==> src/rtl/iobus_arbiter_if.sv <==
// iobus_arbiter_if: requester handshakes plus the shared iobus master port
interface iobus_arbiter_if;
  logic        m0_req, m0_we, m0_ready;
  logic [31:0] m0_addr, m0_wdata, m0_rdata;
  logic        m1_req, m1_we, m1_ready;
  logic [31:0] m1_addr, m1_wdata, m1_rdata;
  logic [31:0] bus_addr, bus_wdata, bus_rdata;
  logic        bus_we, bus_owner;
  modport master (
    input  m0_req, m0_we, m0_addr, m0_wdata, m1_req, m1_we, m1_addr, m1_wdata, bus_rdata,
    output m0_ready, m0_rdata, m1_ready, m1_rdata, bus_addr, bus_wdata, bus_we, bus_owner
  );
  modport slave (
    output m0_req, m0_we, m0_addr, m0_wdata, m1_req, m1_we, m1_addr, m1_wdata, bus_rdata,
    input  m0_ready, m0_rdata, m1_ready, m1_rdata, bus_addr, bus_wdata, bus_we, bus_owner
  );
endinterface

==> src/rtl/iobus_arbiter.sv <==
// iobus_arbiter: round-robin sharing of the iobus between CPU (m0) and loader (m1) with region wait states
module iobus_arbiter #(
  parameter int          MEM_WAIT = 0,
  parameter int          DV_WAIT  = 2,
  parameter int          CNT_W    = 4,
  parameter logic [19:0] DV_HI    = 20'hFFFFF
) (
  input logic clk,
  input logic rst_n,
  iobus_arbiter_if.master io
);
  typedef enum logic [1:0] {IDLE, ACCESS, DONE} state_t;
  state_t state, state_nx;
  logic owner, last_served, lwe, grant, gnt_owner, fin;
  logic [31:0] laddr, lwdata, sel_addr;
  logic [CNT_W-1:0] cnt;
  always_ff @(posedge clk or negedge rst_n)
    if (!rst_n) state <= IDLE;
    else state <= state_nx;
  always_comb begin
    gnt_owner = (io.m0_req && io.m1_req) ? ~last_served : io.m1_req;
    sel_addr = gnt_owner ? io.m1_addr : io.m0_addr;
    grant = 1'b0;
    fin = 1'b0;
    state_nx = state;
    io.bus_addr = '0;
    io.bus_wdata = '0;
    io.bus_we = 1'b0;
    io.m0_ready = 1'b0;
    io.m1_ready = 1'b0;
    unique case (state)
      IDLE: begin
        grant = io.m0_req | io.m1_req;
        state_nx = grant ? ACCESS : IDLE;
      end
      ACCESS: begin
        io.bus_addr = laddr;
        io.bus_wdata = lwdata;
        fin = (cnt == '0);
        io.bus_we = fin & lwe;
        state_nx = fin ? DONE : ACCESS;
      end
      DONE: begin
        io.m0_ready = ~owner;
        io.m1_ready = owner;
        state_nx = IDLE;
      end
      default: state_nx = IDLE;
    endcase
  end
  assign io.bus_owner = owner;
  // last_served starts at 1 so the first tie goes to the CPU
  always_ff @(posedge clk or negedge rst_n)
    if (!rst_n) begin
      owner <= 1'b0;
      last_served <= 1'b1;
      lwe <= 1'b0;
      laddr <= '0;
      lwdata <= '0;
      cnt <= '0;
      io.m0_rdata <= '0;
      io.m1_rdata <= '0;
    end else begin
      if (grant) begin
        owner <= gnt_owner;
        lwe <= gnt_owner ? io.m1_we : io.m0_we;
        laddr <= sel_addr;
        lwdata <= gnt_owner ? io.m1_wdata : io.m0_wdata;
        cnt <= (sel_addr[31:12] == DV_HI) ? CNT_W'(DV_WAIT) : CNT_W'(MEM_WAIT);
      end else if (state == ACCESS && !fin) cnt <= cnt - 1'b1;
      if (fin) begin
        last_served <= owner;
        if (!lwe && !owner) io.m0_rdata <= io.bus_rdata;
        if (!lwe && owner) io.m1_rdata <= io.bus_rdata;
      end
    end
endmodule

==> src/flat_wrapper.sv <==
// flat-port wrapper written by rule: the top's interface ports become plain ports
module iobus_arbiter_flat 
#(
  parameter int          MEM_WAIT = 0,
  parameter int          DV_WAIT  = 2,
  parameter int          CNT_W    = 4,
  parameter logic [19:0] DV_HI    = 20'hFFFFF
)
  (clk, rst_n, io_m0_req, io_m0_we, io_m0_addr, io_m0_wdata, io_m1_req, io_m1_we, io_m1_addr, io_m1_wdata, io_bus_rdata, io_m0_ready, io_m0_rdata, io_m1_ready, io_m1_rdata, io_bus_addr, io_bus_wdata, io_bus_we, io_bus_owner);
  iobus_arbiter_if io_i ();
  input logic clk;
  input logic rst_n;
  input wire logic [$bits(io_i.m0_req)-1:0] io_m0_req;
  input wire logic [$bits(io_i.m0_we)-1:0] io_m0_we;
  input wire logic [$bits(io_i.m0_addr)-1:0] io_m0_addr;
  input wire logic [$bits(io_i.m0_wdata)-1:0] io_m0_wdata;
  input wire logic [$bits(io_i.m1_req)-1:0] io_m1_req;
  input wire logic [$bits(io_i.m1_we)-1:0] io_m1_we;
  input wire logic [$bits(io_i.m1_addr)-1:0] io_m1_addr;
  input wire logic [$bits(io_i.m1_wdata)-1:0] io_m1_wdata;
  input wire logic [$bits(io_i.bus_rdata)-1:0] io_bus_rdata;
  output wire logic [$bits(io_i.m0_ready)-1:0] io_m0_ready;
  output wire logic [$bits(io_i.m0_rdata)-1:0] io_m0_rdata;
  output wire logic [$bits(io_i.m1_ready)-1:0] io_m1_ready;
  output wire logic [$bits(io_i.m1_rdata)-1:0] io_m1_rdata;
  output wire logic [$bits(io_i.bus_addr)-1:0] io_bus_addr;
  output wire logic [$bits(io_i.bus_wdata)-1:0] io_bus_wdata;
  output wire logic [$bits(io_i.bus_we)-1:0] io_bus_we;
  output wire logic [$bits(io_i.bus_owner)-1:0] io_bus_owner;
  assign io_i.m0_req = io_m0_req;
  assign io_i.m0_we = io_m0_we;
  assign io_i.m0_addr = io_m0_addr;
  assign io_i.m0_wdata = io_m0_wdata;
  assign io_i.m1_req = io_m1_req;
  assign io_i.m1_we = io_m1_we;
  assign io_i.m1_addr = io_m1_addr;
  assign io_i.m1_wdata = io_m1_wdata;
  assign io_i.bus_rdata = io_bus_rdata;
  assign io_m0_ready = io_i.m0_ready;
  assign io_m0_rdata = io_i.m0_rdata;
  assign io_m1_ready = io_i.m1_ready;
  assign io_m1_rdata = io_i.m1_rdata;
  assign io_bus_addr = io_i.bus_addr;
  assign io_bus_wdata = io_i.bus_wdata;
  assign io_bus_we = io_i.bus_we;
  assign io_bus_owner = io_i.bus_owner;
  iobus_arbiter #(.MEM_WAIT(MEM_WAIT), .DV_WAIT(DV_WAIT), .CNT_W(CNT_W), .DV_HI(DV_HI)) u_core (.clk(clk), .rst_n(rst_n), .io(io_i));
endmodule
==> config.mk <==
export PLATFORM = sky130hd
export DESIGN_NAME = iobus_arbiter_flat
export DESIGN_NICKNAME = d
export VERILOG_FILES = /design/src/rtl/iobus_arbiter_if.sv /design/src/rtl/iobus_arbiter.sv /design/src/flat_wrapper.sv
export SDC_FILE = /design/constraint.sdc
export NUM_CORES = 1
export LEC_CHECK = 0
export CAP_MARGIN = 20
export CORE_ASPECT_RATIO = 1.5
export CORE_MARGIN = 2
export CORE_UTILIZATION = 38
export CTS_CLUSTER_DIAMETER = 50
export CTS_CLUSTER_SIZE = 8
export DETAILED_ROUTE_END_ITERATION = 8
export PLACE_DENSITY = 0.78
export SYNTH_ARGS = -nofsm -noshare
export SYNTH_HDL_FRONTEND = slang
export SYNTH_SLANG_ARGS = --single-unit
==> constraint.sdc <==
create_clock -name clk -period 1.9 [get_ports clk]
set_input_delay 0.19 -clock clk [delete_from_list [all_inputs] [get_ports clk]]
set_output_delay 0.19 -clock clk [all_outputs]
set_load 0.02 [all_outputs]
==> impl_metrics.csv <==
group,metric,value,unit
die,die_x,110.4,µm
final_layout,n_antenna_cell,0,
power_and_ir_drop,p_switching,6.263,mW
logic_synthesis,synth-simple-area-share,13.72,%
logic_synthesis,synth.distinct_cells,38,
job,maxCapViolations,0,
timing,finalHoldWorstSlack,0.3071,ns
logic_synthesis,ys.flop_type,"dfrtp_1",
placed_design,io_buffers,297,
logic_synthesis,synth_fa_ha_area_share,0.3881,%
die,pin_count,298,
placed_design,dp_hpwl,13380,µm
logic_synthesis,synth_top_family_by_area,"multiplexers",
timing,slew_headroom,63.93,%
power_and_ir_drop,sequentialPowerShare,30.6,%
global_route,overflow,0,
clocking,cts.sinks,137,
power_and_ir_drop,power_density,1610,nW/µm²
final_layout,nNetsFinal,1039,
power_and_ir_drop,peakVddDrop,1.026,mV
logic_synthesis,yosys_warnings,0,
clocking,htree_levels,4,
route,drc,0,
die,initial_core_util,38.63,%
die,num_rows,58,
timing,drv_slew,0,
logic_synthesis,synth-compound-area-share,5.880,%
setup_path,path_max_fanout,12,
outcome,violations,"setup timing",
power_and_ir_drop,p_clk_share,19.2,%
logic_synthesis,netlist_area,6447,µm²
global_route,grt_max_degree,54,
timing,fin_setup_tns,-13.86,ns
route,post_drt_wl_per_cell,17.06,µm
power_and_ir_drop,internal_power,10.64,mW
timing,post-route-min-period,2.157,ns
setup_path,crit_slowest_cell,"dfrtp_1",
placed_design,pre_cts_ws,-0.2627,ns
timing,hold_viol,0,
clocking,clkLatencyLatePin,0.42,ns
timing,worst_pin_slew,0.5410,ns
clocking,cts_buffers,17,
global_route,grtUsageTotal,20.83,%
clocking,clock_path_buffers,2,
setup_path,arrival,2.46,ns
logic_synthesis,synth_xor_area_share,0.4075,%
final_layout,syn_to_final_growth,62.84,%
die,coreArea,16690,µm²
final_layout,num-fill-cells,1378,
clocking,tritoncts,"built",
logic_synthesis,avgSynthCellArea,11.79,µm²
outcome,outcome,"finished, violations left",
timing,setup_viol,65,
route,dr.pass1.iters,6,
final_layout,fin_util,62.90,%
placed_design,placed_area,9917,µm²
route,drt-total-wl,18660,µm
timing,fmax,463.6,MHz
power_and_ir_drop,pwr-share-comb,50.2,%
die,fp.dieH,163.5,µm
power_and_ir_drop,p_leak,4.856,nW
timing,fin_ws,-0.2572,ns
setup_path,crit_path_start_kind,"flip-flop",
die,fp.dieArea,18050,µm²
final_layout,fin_area,10500,µm²
setup_path,path_cells,"inv_2 -> ha_4 -> or3b_4 -> buf_4 -> nor2_8 -> buf_6 -> nand3b_4 -> buf_12 -> mux2_4",
logic_synthesis,async_flop_share,100.0,%
logic_synthesis,synth_seq_cells,137,
timing,fin_crit_sh,113.5,%
route,drt_iter0_markers,229,
route,ant_nets,0,
global_route,grt_pass1_vias,5448,
setup_path,critPathRequiredTime,2.21,ns
clocking,cts-root-buf,"clkbuf_16",
clocking,clk_pin_slew,0.06,ns
logic_synthesis,synth_edf_count,0,
timing,rsz0062_at_grt,"true",
final_layout,drive_above_1_share,25.11,%
global_route,grt_pass1_wl,28460,µm
logic_synthesis,ys_seq_area_share,53.19,%
route,routed_via_density,4.780,
logic_synthesis,synth.area.mux_share,23.19,%
setup_path,slowest_delay,0.39,ns
placed_design,gp_congestion,0.7915,
route,vias,5229,
worst_hold_path,min_path_type,"in2async",
logic_synthesis,syn-num-nets,715,
setup_path,worst_setup_path_end_kind,"flip-flop",
timing,fin_skew,0.007419,ns
logic_synthesis,synthCells,547,
power_and_ir_drop,swShare,37.05,%
setup_path,worstSetupPathType,"reg2reg",
global_route,antenna_found_initial,0,
==> registers in the layout, summed over array words and instances, names as in the netlist <==
register / count
u_core.io.m0_rdata: 32
u_core.io.m1_rdata: 32
u_core.laddr: 32
u_core.lwdata: 32
u_core.cnt: 4
u_core.state: 2
u_core.io.bus_owner: 1
u_core.last_served: 1
u_core.lwe: 1
==> cell usage in the layout (no fill, tap or decap), types with 2 or more instances in the layout <==
cell type,count
nand2_1,72
buf_4,21
dfrtp_1,134
clkbuf_16,19
inv_2,2
clkdlybuf4s50_1,229
dlygate4sd2_1,2
buf_6,6
inv_8,3
inv_6,6
mux2_2,19
xor2_1,2
or4_1,2
nor2_1,4
nand4_1,8
clkinvlp_4,4
clkdlybuf4s15_2,3
o21ai_0,66
dfrtp_2,2
mux2_4,46
buf_2,58
and2_1,64
mux2i_1,65
buf_12,17
nand3_1,3
==> power groups by stage <==
stage / sequential, mW / clock, mW / combinational, mW
after floorplan: 5.90 / 0 / 3.70
after global placement: 5.15 / 0 / 8.19
after detailed placement: 5.21 / 0 / 8.36
after CTS: 5.18 / 3.31 / 8.59
after global routing: 5.36 / 3.44 / 9.13
final: 5.18 / 3.24 / 8.48
==> Yosys cell counts, types with 2 or more instances <==
cell      count  share of area, %
mux2_4       30               7.0
nand3_1       3              0.23
clkbuf_1     21               1.2
xor2_1        2              0.27
ha_1          2              0.39
nand4_1       8              0.78
buf_2         7              0.54
nor2_1        4              0.23
buf_6         7               1.2
o21ai_0      66               5.1
and2_1       65               6.3
mux2_2       34               5.9
dfrtp_1     136                53
or4_1         2              0.23
mux2i_1      65                10
nand2_1      72               4.2
inv_1         2              0.12
==> kinds of logic (layout without fill, tap and decap cells) <==
logic type,after synthesis,after routing
AND/OR/NAND/NOR,164,164
flip-flops,137,137
multiplexers,130,130
buffers and inverters,38,375
XOR/XNOR,3,3
AO/OA/AOI/OAI,73,73
adder cells (fa/ha/maj),2,2
==> area by class of cell <==
class | instances | area (µm²) | area share, %
clock inverter | 15 | 155.1 | 1.478
timing repair buffer | 341 | 3294 | 31.38
multi-input combinational | 372 | 2922 | 27.83
inverter | 2 | 7.507 | 0.07151
sequential | 137 | 3432 | 32.69
tap | 210 | 262.8 | 2.503
clock buffer | 17 | 425.4 | 4.052
==> worst paths after layout <==
kind | startpoint | to | slack [ns] | cells after the start
min | rst_n | u_core.io.m0_rdata[16] | 0.31 | 2
min in group clk | io_m0_wdata[5] | u_core.lwdata[5] | 0.39 | 3
max in group asynchronous | rst_n | u_core.last_served | 0.94 | 3
min reg2reg | u_core.lwdata[12] | u_core.lwdata[12] | 0.47 | 2
max | u_core.cnt[0] | u_core.io.m1_rdata[29] | -0.26 | 9
max reg2reg | u_core.cnt[0] | u_core.io.m1_rdata[29] | -0.26 | 9
==> repair_timing <==
action / CTS / global route
buffers inserted: 5 / 2
resized for setup: 263 / 27
pin swaps: 0 / 1
gates cloned: 3 / 2
setup endpoints to repair: 130 / 91
hold buffers: 1 / 0
endpoints found under the hold margin: 48 / 0
==> layer usage <==
layer / wire (µm) / global-route usage (%)
met5: 0 / 0
met4: 491 / 8.580
met3: 1379 / 5.906
met2: 9842 / 36.75
met1: 6946 / 23.09
==> per-stage QoR <==
stage	instances	power (mW)
detailed placement	1049	13.56
CTS	1090	17.08
finish	1094	16.91
global route	1094	17.94
floorplan	547	9.601
global placement	1049	13.33
==> worst max-delay path, delay by kind of cell (launching register included) <==
family | cells | cell delay [ns]
flip-flops | 1 | 0.39
buffers and inverters | 4 | 0.58
multiplexers | 1 | 0.30
AND/OR/NAND/NOR | 3 | 0.61
adder cells (fa/ha/maj) | 1 | 0.14
Power figures use the tool's default switching activity.
